`src/rtl/ahb_pkg.sv`:
```
// Shared AHB transfer types, response codes and bridge FSM encoding for the AHB-to-memory bridge.
package ahb_pkg;

  typedef enum logic [1:0] {
    HT_IDLE   = 2'd0,
    HT_BUSY   = 2'd1,
    HT_NONSEQ = 2'd2,
    HT_SEQ    = 2'd3
  } htrans_t;

  localparam logic HRESP_OKAY  = 1'b0;
  localparam logic HRESP_ERROR = 1'b1;

  typedef enum logic [2:0] {
    ST_IDLE    = 3'd0,
    ST_WR      = 3'd1,
    ST_RD_REQ  = 3'd2,
    ST_RD_WAIT = 3'd3,
    ST_RD_DONE = 3'd4,
    ST_ERR1    = 3'd5,
    ST_ERR2    = 3'd6
  } bridge_state_t;

  // Native HSIZE for a bus of the given width (log2 of the byte count).
  function automatic logic [2:0] hsize_for(input int data_w);
    return 3'($clog2(data_w / 8));
  endfunction

endpackage

```
`src/rtl/ahb_mem_bridge_if.sv`:
```
// AHB-Lite slave bus plus memory-controller port of the bridge; slave = bridge side, master = bus/memory side.
interface ahb_mem_bridge_if #(
  parameter int DATA_W = 32,
  parameter int ADDR_W = 32,
  parameter int BA_W   = 2,
  parameter int MA_W   = 12
);
  logic              HSEL;
  logic              HREADYIN;
  logic [1:0]        HTRANS;
  logic              HWRITE;
  logic [2:0]        HSIZE;
  logic [ADDR_W-1:0] HADDR;
  logic [DATA_W-1:0] HWDATA;
  logic              BUSYn;
  logic [DATA_W-1:0] HRDATA_R;

  logic              HREADYOUT;
  logic              HRESP;
  logic [DATA_W-1:0] HRDATA;
  logic              ENABLE;
  logic [BA_W-1:0]   MEM_BA;
  logic [MA_W-1:0]   MEM_ADDR;
  logic [DATA_W-1:0] MEM_WDATA;
  logic              W_EN;
  logic              R_EN;

  modport slave (
    input  HSEL, HREADYIN, HTRANS, HWRITE, HSIZE, HADDR, HWDATA, BUSYn, HRDATA_R,
    output HREADYOUT, HRESP, HRDATA, ENABLE, MEM_BA, MEM_ADDR, MEM_WDATA, W_EN, R_EN
  );

  modport master (
    output HSEL, HREADYIN, HTRANS, HWRITE, HSIZE, HADDR, HWDATA, BUSYn, HRDATA_R,
    input  HREADYOUT, HRESP, HRDATA, ENABLE, MEM_BA, MEM_ADDR, MEM_WDATA, W_EN, R_EN
  );
endinterface

```
`src/rtl/ahb_addr_decode.sv`:
```
// Combinational HADDR split into bank/row address plus reject flag; zero latency, no backpressure.
// Reject flag (upper address bits set or non-native HSIZE) only exists when AHB_ERR_CHECK_EN is defined.
module ahb_addr_decode
  import ahb_pkg::*;
#(
  parameter int DATA_W = 32,
  parameter int ADDR_W = 32,
  parameter int BA_W   = 2,
  parameter int MA_W   = 12
) (
  input  logic [ADDR_W-1:0] haddr_i,
  input  logic [2:0]        hsize_i,
  output logic [BA_W-1:0]   ba_o,
  output logic [MA_W-1:0]   ma_o,
  output logic              err_o
);

  assign ma_o = haddr_i[MA_W-1:0];
  assign ba_o = haddr_i[MA_W+BA_W-1:MA_W];

`ifdef AHB_ERR_CHECK_EN
  localparam logic [2:0] HSIZE_NATIVE = hsize_for(DATA_W);

  assign err_o = ((haddr_i >> (MA_W + BA_W)) != '0) || (hsize_i != HSIZE_NATIVE);
`else
  if (ADDR_W > MA_W + BA_W) begin : g_ignore_upper
    logic unused_upper;
    assign unused_upper = ^{hsize_i, haddr_i[ADDR_W-1:MA_W+BA_W]};
  end else begin : g_ignore_size
    logic unused_size;
    assign unused_size = ^hsize_i;
  end

  assign err_o = 1'b0;
`endif

endmodule

```
`src/rtl/ahb_mem_bridge.sv`:
```
// Pipelined AHB-Lite slave to banked memory port: writes 0 wait + BUSYn stalls, reads 2 wait + BUSYn stalls.
// BUSYn=0 holds HREADYOUT low; AHB_ERR_CHECK_EN enables the two-cycle ERROR response for rejected transfers.
module ahb_mem_bridge
  import ahb_pkg::*;
#(
  parameter int DATA_W = 32,
  parameter int ADDR_W = 32,
  parameter int BA_W   = 2,
  parameter int MA_W   = 12
) (
  input  logic           HCLK,
  input  logic           HRESET,
  ahb_mem_bridge_if.slave bus
);

`ifdef AHB_ERR_CHECK_EN
  localparam logic ERR_RESP = HRESP_ERROR;
`else
  localparam logic ERR_RESP = HRESP_OKAY;
`endif

  bridge_state_t     state_q, state_d, accept_state;
  htrans_t           htrans;
  logic              accept;
  logic [BA_W-1:0]   dec_ba, ba_q, ba_d;
  logic [MA_W-1:0]   dec_ma, ma_q, ma_d;
  logic              dec_err;
  logic [DATA_W-1:0] hrdata_q, hrdata_d;
  logic              hreadyout, hresp, enable, w_en, r_en;

  ahb_addr_decode #(
    .DATA_W(DATA_W),
    .ADDR_W(ADDR_W),
    .BA_W  (BA_W),
    .MA_W  (MA_W)
  ) u_decode (
    .haddr_i(bus.HADDR),
    .hsize_i(bus.HSIZE),
    .ba_o   (dec_ba),
    .ma_o   (dec_ma),
    .err_o  (dec_err)
  );

  assign htrans = htrans_t'(bus.HTRANS);
  assign accept = bus.HSEL && bus.HREADYIN && hreadyout &&
                  ((htrans == HT_NONSEQ) || (htrans == HT_SEQ));
  assign accept_state = dec_err ? ST_ERR1 : (bus.HWRITE ? ST_WR : ST_RD_REQ);

  always_ff @(posedge HCLK or posedge HRESET) begin
    if (HRESET) begin
      state_q <= ST_IDLE;
    end else begin
      state_q <= state_d;
    end
  end

  // Completing states chain straight into a transfer accepted on the same edge.
  always_comb begin
    state_d = state_q;
    case (state_q)
      ST_IDLE:    state_d = accept ? accept_state : ST_IDLE;
      ST_WR:      if (bus.BUSYn) state_d = accept ? accept_state : ST_IDLE;
      ST_RD_REQ:  if (bus.BUSYn) state_d = ST_RD_WAIT;
      ST_RD_WAIT: state_d = ST_RD_DONE;
      ST_RD_DONE: state_d = accept ? accept_state : ST_IDLE;
      ST_ERR1:    state_d = ST_ERR2;
      ST_ERR2:    state_d = accept ? accept_state : ST_IDLE;
      default:    state_d = ST_IDLE;
    endcase
  end

  always_comb begin
    hreadyout = 1'b1;
    hresp     = HRESP_OKAY;
    enable    = 1'b0;
    w_en      = 1'b0;
    r_en      = 1'b0;
    case (state_q)
      ST_WR: begin
        hreadyout = bus.BUSYn;
        w_en      = bus.BUSYn;
        enable    = 1'b1;
      end
      ST_RD_REQ: begin
        hreadyout = 1'b0;
        r_en      = bus.BUSYn;
        enable    = 1'b1;
      end
      ST_RD_WAIT: begin
        hreadyout = 1'b0;
        enable    = 1'b1;
      end
      ST_RD_DONE: begin
        enable    = 1'b1;
      end
      ST_ERR1: begin
        hreadyout = 1'b0;
        hresp     = ERR_RESP;
      end
      ST_ERR2: begin
        hresp     = ERR_RESP;
      end
      default: begin
        hreadyout = 1'b1;
      end
    endcase
  end

  // Memory data arrives the cycle after R_EN, which is exactly the RD_WAIT cycle.
  always_comb begin
    ba_d     = accept ? dec_ba : ba_q;
    ma_d     = accept ? dec_ma : ma_q;
    hrdata_d = (state_q == ST_RD_WAIT) ? bus.HRDATA_R : hrdata_q;
  end

  always_ff @(posedge HCLK or posedge HRESET) begin
    if (HRESET) begin
      ba_q     <= '0;
      ma_q     <= '0;
      hrdata_q <= '0;
    end else begin
      ba_q     <= ba_d;
      ma_q     <= ma_d;
      hrdata_q <= hrdata_d;
    end
  end

  assign bus.HREADYOUT = hreadyout;
  assign bus.HRESP     = hresp;
  assign bus.HRDATA    = hrdata_q;
  assign bus.ENABLE    = enable;
  assign bus.MEM_BA    = ba_q;
  assign bus.MEM_ADDR  = ma_q;
  assign bus.MEM_WDATA = w_en ? bus.HWDATA : '0;
  assign bus.W_EN      = w_en;
  assign bus.R_EN      = r_en;

endmodule
```
`src/flat_wrapper.sv`:
```
// flat-port wrapper written by rule: the top's interface ports become plain ports
module ahb_mem_bridge_flat import ahb_pkg::*;
#(
  parameter int DATA_W = 32,
  parameter int ADDR_W = 32,
  parameter int BA_W   = 2,
  parameter int MA_W   = 12
)
  (HCLK, HRESET, bus_HSEL, bus_HREADYIN, bus_HTRANS, bus_HWRITE, bus_HSIZE, bus_HADDR, bus_HWDATA, bus_BUSYn, bus_HRDATA_R, bus_HREADYOUT, bus_HRESP, bus_HRDATA, bus_ENABLE, bus_MEM_BA, bus_MEM_ADDR, bus_MEM_WDATA, bus_W_EN, bus_R_EN);
  ahb_mem_bridge_if #(.DATA_W(DATA_W), .ADDR_W(ADDR_W), .BA_W(BA_W), .MA_W(MA_W)) bus_i ();
  input  logic HCLK;
  input  logic HRESET;
  input wire logic [$bits(bus_i.HSEL)-1:0] bus_HSEL;
  input wire logic [$bits(bus_i.HREADYIN)-1:0] bus_HREADYIN;
  input wire logic [$bits(bus_i.HTRANS)-1:0] bus_HTRANS;
  input wire logic [$bits(bus_i.HWRITE)-1:0] bus_HWRITE;
  input wire logic [$bits(bus_i.HSIZE)-1:0] bus_HSIZE;
  input wire logic [$bits(bus_i.HADDR)-1:0] bus_HADDR;
  input wire logic [$bits(bus_i.HWDATA)-1:0] bus_HWDATA;
  input wire logic [$bits(bus_i.BUSYn)-1:0] bus_BUSYn;
  input wire logic [$bits(bus_i.HRDATA_R)-1:0] bus_HRDATA_R;
  output wire logic [$bits(bus_i.HREADYOUT)-1:0] bus_HREADYOUT;
  output wire logic [$bits(bus_i.HRESP)-1:0] bus_HRESP;
  output wire logic [$bits(bus_i.HRDATA)-1:0] bus_HRDATA;
  output wire logic [$bits(bus_i.ENABLE)-1:0] bus_ENABLE;
  output wire logic [$bits(bus_i.MEM_BA)-1:0] bus_MEM_BA;
  output wire logic [$bits(bus_i.MEM_ADDR)-1:0] bus_MEM_ADDR;
  output wire logic [$bits(bus_i.MEM_WDATA)-1:0] bus_MEM_WDATA;
  output wire logic [$bits(bus_i.W_EN)-1:0] bus_W_EN;
  output wire logic [$bits(bus_i.R_EN)-1:0] bus_R_EN;
  assign bus_i.HSEL = bus_HSEL;
  assign bus_i.HREADYIN = bus_HREADYIN;
  assign bus_i.HTRANS = bus_HTRANS;
  assign bus_i.HWRITE = bus_HWRITE;
  assign bus_i.HSIZE = bus_HSIZE;
  assign bus_i.HADDR = bus_HADDR;
  assign bus_i.HWDATA = bus_HWDATA;
  assign bus_i.BUSYn = bus_BUSYn;
  assign bus_i.HRDATA_R = bus_HRDATA_R;
  assign bus_HREADYOUT = bus_i.HREADYOUT;
  assign bus_HRESP = bus_i.HRESP;
  assign bus_HRDATA = bus_i.HRDATA;
  assign bus_ENABLE = bus_i.ENABLE;
  assign bus_MEM_BA = bus_i.MEM_BA;
  assign bus_MEM_ADDR = bus_i.MEM_ADDR;
  assign bus_MEM_WDATA = bus_i.MEM_WDATA;
  assign bus_W_EN = bus_i.W_EN;
  assign bus_R_EN = bus_i.R_EN;
  ahb_mem_bridge #(.DATA_W(DATA_W), .ADDR_W(ADDR_W), .BA_W(BA_W), .MA_W(MA_W)) u_core (.HCLK(HCLK), .HRESET(HRESET), .bus(bus_i));
endmodule
```
`config.mk`:
```
export PLATFORM = sky130hd
export DESIGN_NAME = ahb_mem_bridge_flat
export DESIGN_NICKNAME = d
export VERILOG_FILES = /design/src/rtl/ahb_pkg.sv /design/src/rtl/ahb_mem_bridge_if.sv /design/src/rtl/ahb_addr_decode.sv /design/src/rtl/ahb_mem_bridge.sv /design/src/flat_wrapper.sv
export SDC_FILE = /design/constraint.sdc
export NUM_CORES = 1
export LEC_CHECK = 0
export BUFFER_PORTS_ARGS = -buffer_cell sky130_fd_sc_hd__buf_4
export CAP_MARGIN = 15
export CORE_AREA = 2 2 79 81
export CTS_CLUSTER_SIZE = 40
export DETAILED_ROUTE_END_ITERATION = 6
export DIE_AREA = 0 0 81 83
export HOLD_SLACK_MARGIN = 0.06
export PLACE_DENSITY = 0.83
export SLEW_MARGIN = 0
export SYNTH_ARGS = -nofsm -noshare
export SYNTH_HDL_FRONTEND = slang
export SYNTH_HIERARCHICAL = 1
export SYNTH_SLANG_ARGS = --single-unit
export TNS_END_PERCENT = 30
```
`constraint.sdc`:
```
create_clock -name HCLK -period 4.8 [get_ports HCLK]
set_input_delay 0.72 -clock HCLK [delete_from_list [all_inputs] [get_ports HCLK]]
set_output_delay 0.72 -clock HCLK [all_outputs]
set_load 0.005 [all_outputs]
```
==> results by group <==
GRT
  – Number of global-route vias before repair: ~2,000
  – Initial antenna violation count: 0
  – Largest net degree at the start of global routing: 50
  – GRT Overall Usage: 17.2%
  – First-pass GRT wire length: between 9 and 10 mm
  – Global route overflow: 0

Power
  – Gate power share: 44.5%
  – Net Switching: 531 uW
  – Lkg Pwr: slightly below 2 nW
  – Peak supply drop: between 0.2 and 0.25 mV
  – Clk pwr share: about 16%
  – Sequential share of power: between 30% and 40%
  – PwrDens: between 500 and 600 nW/um2
  – Internal: 1.34 mW
  – Sw frac: between 20% and 30%

Die
  – Die area: approximately 6700 um2
  – Core area: ~5800 um2
  – Initial Utilization: about 41%
  – Rows: 28
  – Die width: roughly 81 um
  – I/O Pins: 190
  – Die Span Y: about 83 um

Clock network
  – Clock slew at reported path FFs: ~0.090 ns
  – Root Driver: clkbuf_8
  – Clk Latency, worst-skew pair: around 0.30 ns
  – CTS Buf Count: 5
  – Clock tree buffer depth: 2
  – TritonCTS clock tree: built
  – CTS H-Tree Depth: 2
  – CTS sink cnt: between 40 and 50
  – Cts hold-fix bufs: 0
  – Post-CTS Setup Inserts: 0
  – Post-CTS resize count: 0

STA
  – Clk_skew: 0.0101 ns
  – Fin crit period: around 2.5 ns
  – Slew @ Worst Pin: a little over 1 ns
  – Final hold vios: 0
  – Final setup violation count: 0
  – Post-route setup TNS: 0 ns
  – Fin crit share: 52.2%
  – Pins Over Slew Limit: 0
  – Worst slew margin: about 32%
  – RSZ-0062 raised after global routing: no
  – F_max: 399 MHz

Drt
  – Vias per cell: between 4 and 5
  – Drc violations: 0
  – ANT nets after route: 0
  – Drt pass-1 iters: 4
  – Wire per inst: approximately 14 um
  – Number of DRC markers in iteration 0: 33
  – Routed wire length: ~5.8 mm
  – DR vias: ~1,900

Setup path
  – Crit path max-delay cell type: nor2b_4
  – Data arrival, critical path: between 1.5 and 2 ns
  – CP Class: reg2out
  – CP max FO: 35
  – Worst path max stage delay: approximately 0.59 ns
  – Cells along the critical path: nor2b_4 > and3_1 > buf_4
  – CP endpoint kind: primary output
  – Data required, critical path: about 4.1 ns
  – Startpoint Class: flip-flop

Final layout
  – Diode count: 0
  – Final core occ: between 60% and 70%
  – Share of layout cells above drive strength 1: about two thirds
  – Syn-to-layout area delta: 52.6%
  – Most common cell after layout, fill and taps aside: buf_4
  – Nets: roughly 440
  – Highest-count cells in the layout ignoring fill and taps: 167 x buf_4, 49 x dfrtp_1, 34 x and3_1

Hold path
  – Worst min-delay path class: reg2reg

Logic synthesis
  – Sequential share of the synthesized area: between 50% and 60%
  – Mean Syn Cell Area: 13.0 um2
  – Cell count after synthesis: between 150 and 200
  – Yosys synthesis warning count: 6
  – Synthesized cell area: 2400 um2
  – Syn Nets: a little under 300
  – Yosys reg bits: slightly below 50
  – Synth unique cells: 28

Placed design
  – Port Buffers: approximately 170
  – Dpl hpwl: between 4 and 5 mm
  – Gpl congestion: around 0.84

Outcome
  – Status: complete, no violations

Flow run
  – MaxCap Viol Count: 0
-- cell usage after synthesis, drive strengths merged --
library cell,number,share of area [%]
buf,23,7.6
conb,2,0.31
o22ai,3,0.78
dfrtp,49,51
a32oi,1,0.37
nor2,3,0.47
inv,3,0.47
and2,1,0.26
a32o,1,0.42
nand3,1,0.21
a21oi,2,0.42
clkbuf,6,0.94
xnor2,1,0.37
a211oi,1,0.84
nor2b,3,1.4
a211o,1,0.37
and3,34,8.9
nand2b,1,0.57
nand2,1,0.26
mux2,46,23
nor4b,1,0.37
xor2,1,0.37
-- logic make-up (layout without fill, tap and decap cells) --
kind of cell / after synthesis / after routing / synth area share (%)
flops: 49 / 49 / 51.2
mux: 46 / 46 / 23.2
simple gates: 45 / 45 / 12.4
buf+inv: 32 / 178 / 8.98
compound gates: 9 / 9 / 3.19
other cells: 2 / 2 / 0.313
xor+xnor: 2 / 2 / 0.731
-- state kept, by name, indices dropped and copies added, names as in the netlist --
signal / count
u_core/bus.HRDATA: 32
u_core/bus.MEM_BA: 2
u_core/state_q: 3
u_core/bus.MEM_ADDR: 12
-- path summary, 6_finish.rpt --
path | startpoint | end | slack (ns) | depth (start not counted)
setup / recovery | u_core/state_q[0] | bus_MEM_WDATA[14] | 2.30 | 3
hold / removal | u_core/bus.HRDATA[28] | u_core/bus.HRDATA[28] | 0.50 | 1
setup reg to reg | u_core/state_q[0] | u_core/bus.MEM_ADDR[3] | 2.64 | 3
min in group asynchronous | HRESET | u_core/bus.MEM_ADDR[4] | 0.66 | 2
max in group asynchronous | HRESET | u_core/bus.HRDATA[25] | 3.50 | 2
hold reg to reg | u_core/bus.HRDATA[28] | u_core/bus.HRDATA[28] | 0.50 | 1
-- area by class of cell --
class,instances,area (um2)
Clock inverter,1,30.0
Tap cell,75,93.8
Multi-Input combinational cell,104,955
Inverter,3,11.3
Fill cell,480,2160
Clock buffer,7,86.3
Sequential cell,49,1230
Timing Repair Buffer,167,1250
-- per-stage QoR --
step | setup slack, ns | total power, mW | hold WS (ns) | instances | cell area [um2]
after detailed placement | 2.33 | 1.60 | 0.490 | 398 | 3540
after floorplan | 2.71 | 1.13 | 0.489 | 185 | 2400
final | 2.30 | 1.88 | 0.503 | 406 | 3660
after global placement | 2.39 | 1.56 | 0.479 | 398 | 3540
after CTS | 2.27 | 1.90 | 0.508 | 406 | 3660
after global routing | 2.17 | 2.01 | 0.514 | 406 | 3660
-- routing by layer --
| metal | up-vias | track usage (%) | wire (um) |
|---|---|---|---|
| met2 | 108 | 32.5 | 3150 |
| met3 | 9 | 2.83 | 484 |
| met1 | 893 | 18.6 | 2060 |
| met4 | 0 | 6.16 | 92 |
| li1 | 915 | - | - |
| met5 | - | 0 | 0 |
-- worst max-delay path: cells and delay by family, from the launching register on --
| kind | cells | cell delay, ns |
|---|---|---|
| buf+inv | 1 | 0.12 |
| flops | 1 | 0.52 |
| simple gates | 2 | 0.85 |
-- power groups by stage --
stage / registers [mW] / clock network (mW) / logic [mW]
after detailed placement: 0.753 / 0 / 0.851
final: 0.742 / 0.300 / 0.834
after global routing: 0.772 / 0.330 / 0.906
after global placement: 0.736 / 0 / 0.829
after floorplan: 0.739 / 0 / 0.392
after CTS: 0.745 / 0.307 / 0.852
No activity file was read; power rests on OpenSTA's default activity.
